[src/rtl/cla_pkg.sv]
// ---------------------------------------------------------------------------
// cla_pkg
// Shared definitions for the serial carry-lookahead adder sequencer:
//   state_t   - sequencer state encoding (2'd3 is unused and recovers to IDLE)
//   NIBBLE_W  - width of one lookahead slice pass
//   width_ok  - elaboration-time legality check for the operand width
// ---------------------------------------------------------------------------
package cla_pkg;

   typedef enum logic [1:0] {
      IDLE = 2'd0,
      BUSY = 2'd1,
      DONE = 2'd2
   } state_t;

   localparam int NIBBLE_W = 4;

   // Operand width must be a whole, non-zero number of nibbles.
   function automatic logic width_ok(input int w);
      return (w >= NIBBLE_W) && ((w % NIBBLE_W) == 0);
   endfunction

endpackage

[src/rtl/cla4_slice.sv]
// ---------------------------------------------------------------------------
// cla4_slice
// Purely combinational 4-bit carry-lookahead adder slice.
// Ports:
//   x[3:0], y[3:0]  addend nibbles
//   ci              carry into bit 0
//   s[3:0]          nibble sum
//   co              carry out of bit 3
//   c3              carry into bit 3 (only when CLA_SERIAL_OVF_EN is defined)
// Every internal carry is a flat two-level sum of generate/propagate products,
// so no carry depends on another computed carry.
// ---------------------------------------------------------------------------
module cla4_slice (
   input  logic [3:0] x,
   input  logic [3:0] y,
   input  logic       ci,
   output logic [3:0] s,
   output logic       co
`ifdef CLA_SERIAL_OVF_EN
   ,
   output logic       c3
`endif
);

   logic [3:0] g;
   logic [3:0] p;
   logic       c1;
   logic       c2;
   logic       c3_int;

   assign g = x & y;
   assign p = x ^ y;

   assign c1     = g[0] | (p[0] & ci);
   assign c2     = g[1] | (p[1] & g[0]) | (p[1] & p[0] & ci);
   assign c3_int = g[2] | (p[2] & g[1]) | (p[2] & p[1] & g[0])
                 | (p[2] & p[1] & p[0] & ci);
   assign co     = g[3] | (p[3] & g[2]) | (p[3] & p[2] & g[1])
                 | (p[3] & p[2] & p[1] & g[0]) | (p[3] & p[2] & p[1] & p[0] & ci);

   assign s = p ^ {c3_int, c2, c1, ci};

`ifdef CLA_SERIAL_OVF_EN
   assign c3 = c3_int;
`endif

endmodule

[src/rtl/cla_serial_add_ctrl.sv]
// ---------------------------------------------------------------------------
// cla_serial_add_ctrl
// Adds two WIDTH-bit operands plus carry-in by passing one nibble per cycle,
// LSB first, through a single shared 4-bit lookahead slice. A carry register
// links successive nibbles. Result appears NIBBLES cycles after acceptance
// and is held until the consumer takes it.
// Ports:
//   clk, rst              clock, asynchronous active-high reset
//   in_valid/in_ready     operand handshake (a, b, cin)
//   out_valid/out_ready   result handshake (sum, cout[, ovf])
//   busy                  high whenever an operation is in flight or held
// Optional feature macro: CLA_SERIAL_OVF_EN adds output ovf, the signed
// two's-complement overflow of the full-width add.
// ---------------------------------------------------------------------------
module cla_serial_add_ctrl
   import cla_pkg::*;
#(
   parameter int WIDTH = 16
) (
   input  logic             clk,
   input  logic             rst,
   input  logic             in_valid,
   output logic             in_ready,
   input  logic [WIDTH-1:0] a,
   input  logic [WIDTH-1:0] b,
   input  logic             cin,
   output logic             out_valid,
   input  logic             out_ready,
   output logic [WIDTH-1:0] sum,
   output logic             cout,
   output logic             busy
`ifdef CLA_SERIAL_OVF_EN
   ,
   output logic             ovf
`endif
);

   localparam int NIBBLES = WIDTH / NIBBLE_W;
   localparam int CNT_W   = (NIBBLES > 1) ? $clog2(NIBBLES) : 1;
   localparam logic [CNT_W-1:0] LAST = CNT_W'(NIBBLES - 1);

   if (!width_ok(WIDTH)) begin : g_width_chk
      $error("cla_serial_add_ctrl: WIDTH must be a multiple of 4 and at least 4");
   end

   state_t           state;
   state_t           state_nx;
   logic [CNT_W-1:0] cnt;
   logic [WIDTH-1:0] a_q;
   logic [WIDTH-1:0] b_q;
   logic [WIDTH-1:0] sum_q;
   logic             carry;
   logic             cout_q;
   logic             accept;
   logic [3:0]       x_nib;
   logic [3:0]       y_nib;
   logic [3:0]       s_nib;
   logic             co_s;
`ifdef CLA_SERIAL_OVF_EN
   logic             c3_s;
   logic             ovf_q;
`endif

   // Control: next state and handshake outputs
   always_comb begin
      state_nx  = state;
      in_ready  = 1'b0;
      out_valid = 1'b0;
      busy      = (state != IDLE);
      case (state)
         IDLE: begin
            in_ready = !rst;
            if (in_valid && !rst) state_nx = BUSY;
         end
         BUSY: begin
            if (cnt == LAST) state_nx = DONE;
         end
         DONE: begin
            out_valid = 1'b1;
            // A new in_valid here is ignored; input opens next cycle in IDLE.
            if (out_ready) state_nx = IDLE;
         end
         default: state_nx = IDLE;
      endcase
   end

   assign accept = in_valid && in_ready;

   always_ff @(posedge clk or posedge rst) begin
      if (rst) state <= IDLE;
      else     state <= state_nx;
   end

   // Select the active nibble of each latched operand
   always_comb begin
      x_nib = '0;
      y_nib = '0;
      for (int i = 0; i < NIBBLES; i++) begin
         if (cnt == CNT_W'(i)) begin
            x_nib = a_q[i*NIBBLE_W +: NIBBLE_W];
            y_nib = b_q[i*NIBBLE_W +: NIBBLE_W];
         end
      end
   end

   cla4_slice u_slice (
      .x  (x_nib),
      .y  (y_nib),
      .ci (carry),
      .s  (s_nib),
      .co (co_s)
`ifdef CLA_SERIAL_OVF_EN
      ,
      .c3 (c3_s)
`endif
   );

   // Datapath: operand capture, per-nibble sum write-back, carry chain
   always_ff @(posedge clk or posedge rst) begin
      if (rst) begin
         a_q    <= '0;
         b_q    <= '0;
         sum_q  <= '0;
         carry  <= 1'b0;
         cnt    <= '0;
         cout_q <= 1'b0;
`ifdef CLA_SERIAL_OVF_EN
         ovf_q  <= 1'b0;
`endif
      end else if (accept) begin
         a_q   <= a;
         b_q   <= b;
         carry <= cin;
         cnt   <= '0;
         sum_q <= '0;
      end else if (state == BUSY) begin
         for (int i = 0; i < NIBBLES; i++) begin
            if (cnt == CNT_W'(i)) sum_q[i*NIBBLE_W +: NIBBLE_W] <= s_nib;
         end
         carry <= co_s;
         if (cnt == LAST) begin
            cnt    <= '0;
            cout_q <= co_s;
`ifdef CLA_SERIAL_OVF_EN
            // Carry into the MSB differs from carry out of it -> signed overflow.
            ovf_q  <= c3_s ^ co_s;
`endif
         end else begin
            cnt <= cnt + CNT_W'(1);
         end
      end
   end

   assign sum  = sum_q;
   assign cout = cout_q;
`ifdef CLA_SERIAL_OVF_EN
   assign ovf  = ovf_q;
`endif

endmodule

[config.mk]
export PLATFORM = sky130hd
export DESIGN_NAME = cla_serial_add_ctrl
export DESIGN_NICKNAME = d
export VERILOG_FILES = /design/src/rtl/cla_pkg.sv /design/src/rtl/cla4_slice.sv /design/src/rtl/cla_serial_add_ctrl.sv
export SDC_FILE = /design/constraint.sdc
export NUM_CORES = 1
export LEC_CHECK = 0
export BUFFER_PORTS_ARGS = -buffer_cell sky130_fd_sc_hd__clkbuf_2
export CORE_ASPECT_RATIO = 1.25
export CORE_MARGIN = 5
export CORE_UTILIZATION = 46
export CTS_CLUSTER_DIAMETER = 60
export DETAILED_ROUTE_END_ITERATION = 7
export HOLD_SLACK_MARGIN = 0.12
export PLACE_DENSITY_LB_ADDON = 0.25
export SYNTH_ARGS = -nofsm -noshare
export SYNTH_HDL_FRONTEND = slang
export SYNTH_SLANG_ARGS = --single-unit
[constraint.sdc]
create_clock -name clk -period 4.17 [get_ports clk]
set_input_delay 0.2085 -clock clk [delete_from_list [all_inputs] [get_ports clk]]
set_output_delay 0.2085 -clock clk [all_outputs]
set_load 0.03 [all_outputs]
==> impl_metrics.tcl <==
set metrics [dict create \
    status "finished, final reports clean" \
    p_int_mw 1.36 \
    leakage_nw 1.73 \
    maxSlewViolCount 0 \
    grt_max_degree 55 \
    worstPathRequired_ns 4.36 \
    whs_ns 0.146 \
    syn_area_per_cell_sq_um 8.52 \
    met2_usage_pct 32.7 \
    ff_latch_area_sq_mm 0.00135 \
    fp.coreArea_sq_mm 0.00578 \
    drc 0 \
    antenna_found_initial 0 \
    area_growth_pct 25.0 \
    async_flop_share_pct 100 \
    met3_usage_pct 2.34 \
    diodes 0 \
    cts_root_buf "clkbuf_8" \
    clock.fmax_ghz 0.328 \
    min_period_over_period_pct 73.2 \
    crit_buf_inv 1 \
    power_mw 2.51 \
    grtUsageMet1_pct 22.3 \
    tritoncts "built" \
    cts.path.max_buffers 2 \
    tns_ns 0 \
    grt_usage_pct 18.0 \
    syn_inst 318 \
    cap_viol_max_count 0 \
    ios 57 \
    dr.pass1.iters 4 \
    placed_cell_area_sq_mm 0.00296 \
    power_frac_seq_pct 36.0 \
    final_area_sq_mm 0.00339 \
    ys_top_cells_by_area "dfrtp_1 50%, nand2_1 18%, a21oi_1 4.4%, ha_1 4.2%, buf_6 2.9%" \
    synth_cell_types 27 \
    cp_max_fo 18 \
    period_needed_ns 3.05 \
    cp_top_family "compound AO/OA/AOI/OAI gates" \
    netSwitchingPower_mw 1.15 \
    cts.sinks 54 \
    fill_cells 528 \
    endpoint_kind "flip-flop" \
    htree_levels 2 \
    crit_chain "inv_1, ha_1, nor2b_1, a221oi_1, nor3_1, a21o_1, ha_1, a21o_1, a21oi_1, nor3b_1, nor3_1" \
    instances_no_fill 465 \
    synth_top_area_share_pct 49.9 \
    slowest_stage "ha_1" \
    fin_worst_skew_ns 0.00667 \
    drtAntennaViolNets 0 \
    port-buffer-count 56 \
    viasPerCell 5.07 \
    syn_nets 365 \
    rsz0062_at_grt "false" \
    ir_drop_v 0.000293 \
    grt_pass1_wl_mm 10.7 \
    critPathMaxStageDelay_ns 0.51 \
    numCtsBuffers 5 \
    worst_ep_arrival_time_ns 3.24 \
    multi_input_area_sq_mm 0.00121 \
    worst_slew_pin_slew_ns 0.813 \
    gr-total-overflow 0 \
    die_w_microns 78.6 \
    nNetsFinal 445 \
    path_clk_slew_ns 0.09 \
    synth_top_area_cell "dfrtp_1" \
    hold_viol_final 0 \
    routed_wirelength_mm 6.26 \
    synthesis.area_sq_mm 0.00271 \
    synthFlopType "dfrtp_1" \
    num_vias 2359 \
    place_inst 424 \
    clock_latency_ns 0.30 \
    dieArea_sq_mm 0.00753 \
    hold_class "primary input to flip-flop" \
    startpoint_type "flip-flop" \
    clockPowerShare_pct 12.0 \
    yosysMostFrequentCell "nand2_1" \
    start_util_pct 46.9 \
    powerDensity_mw_per_mm2 741 \
    post-dp-hpwl_mm 4.35 \
    synth.yosys.seq_area_share_pct 49.9 \
    maxSlewHeadroom_pct 45.7 \
    power_frac_comb_pct 52.0 \
    fp.dieH_microns 95.8 \
    crit_type "flip-flop to flip-flop" \
    setup_violations 0 \
    yosys_register_bits 54 \
    gp_congestion 0.880 \
    switching_share_pct 45.7 \
    ys_top_cells_by_count "128 x nand2_1, 54 x dfrtp_1, 24 x a21oi_1" \
    core.rowCount 31 \
    synth-edff-count 0 \
    wl_per_cell_microns 13.5 \
    grt.busiest_layer "met2" \
    post-cts-setup-buffer-count 0 \
    grt_pass1_vias 2349 \
    drive_gt1_share_pct 17.0 \
    drt_iter0_markers 95 \
    synth_warnings 0 \
]
## worst paths after layout
| kind | endpoint | startpoint | slack [ns] | depth (start not counted) |
|---|---|---|---|---|
| worst max register to register | sum[2] | cnt[1] | 1.12 | 11 |
| max in group asynchronous | sum[0] | rst | 3.08 | 4 |
| min in group asynchronous | state[1] | rst | 0.63 | 4 |
| worst max-delay path | sum[2] | cnt[1] | 1.12 | 11 |
| worst min register to register | a_q[0] | a_q[0] | 0.48 | 2 |
| worst min-delay path | state[1] | out_ready | 0.15 | 3 |
## timing repair
action                                 4_1_cts  5_1_grt
resized for setup                            0        0
hold buffers                                33        0
endpoints found under the hold margin       39        0
## routing by layer
layer	vias to the layer above	routed length [microns]
met5	-	0
met4	0	72
met2	50	3160
met3	5	258
met1	1109	2770
li1	1195	-
## kinds of logic after synthesis
logic type | Yosys count | synth area share [%]
buffers and inverters | 24 | 5.50
xor gates and xnor gates | 2 | 0.647
AOI/OAI and AO/OA | 53 | 11.0
and+or+nand+nor | 175 | 28.0
DFF | 54 | 49.9
adders and majority gates | 10 | 4.90
## registers in the layout, indices dropped and copies added (netlist names)
name,count
cout,1
cnt,2
b_q,16
state,2
carry,1
a_q,16
sum,16
## area by class of cell
cell class	count	share of cell area (%)
sequential	54	39.9
multi-input combinational	240	35.7
timing repair buffer	92	18.7
clock buffer	7	2.55
tap	66	2.44
inverter	5	0.554
clock inverter	1	0.148
## per-stage QoR
step	utilization (%)	worst slack, ns
5_1_grt	58.6	0.754
3_5_place_dp	51.3	1.15
3_3_place_gp	51.3	1.28
6_report	58.6	1.12
4_1_cts	58.6	1.12
2_1_floorplan	-	1.59
## worst reg2reg max path: stages, from the launching register on
cell and delay, ns:
dfrtp_1 0.41, inv_1 0.10, ha_1 0.51, nor2b_1 0.10
a221oi_1 0.29, nor3_1 0.09, a21o_1 0.21, ha_1 0.31
a21o_1 0.18, a21oi_1 0.41, nor3b_1 0.25, nor3_1 0.08
## cell usage in the layout, fill, tap and decap left out, types with 4 or more instances in the layout
| cell | synthesis | layout |
|---|---|---|
| nand3_1 | 4 | 4 |
| nor2_1 | 10 | 10 |
| dlygate4sd3_1 | 0 | 33 |
| nor3b_1 | 5 | 5 |
| ha_1 | 9 | 9 |
| nor3_1 | 7 | 7 |
| nor2b_1 | 6 | 6 |
| nand3b_1 | 6 | 6 |
| o21ai_0 | 13 | 13 |
| dfrtp_1 | 54 | 54 |
| a21o_1 | 4 | 4 |
| and3b_1 | 4 | 4 |
| o21ai_1 | 4 | 4 |
| clkbuf_2 | 0 | 56 |
| inv_1 | 5 | 4 |
| a21oi_1 | 24 | 24 |
| nand2_1 | 128 | 128 |
| a211oi_1 | 4 | 4 |
| clkbuf_8 | 0 | 6 |
## power groups by stage
stage	registers, mW	logic [mW]	clock network, mW
after floorplan	0.986	0.910	0
after global placement	0.912	1.25	0
after detailed placement	0.917	1.27	0
after CTS	0.907	1.31	0.307
after global routing	0.936	1.47	0.321
final	0.904	1.30	0.300
Power figures use the tool's default switching activity.
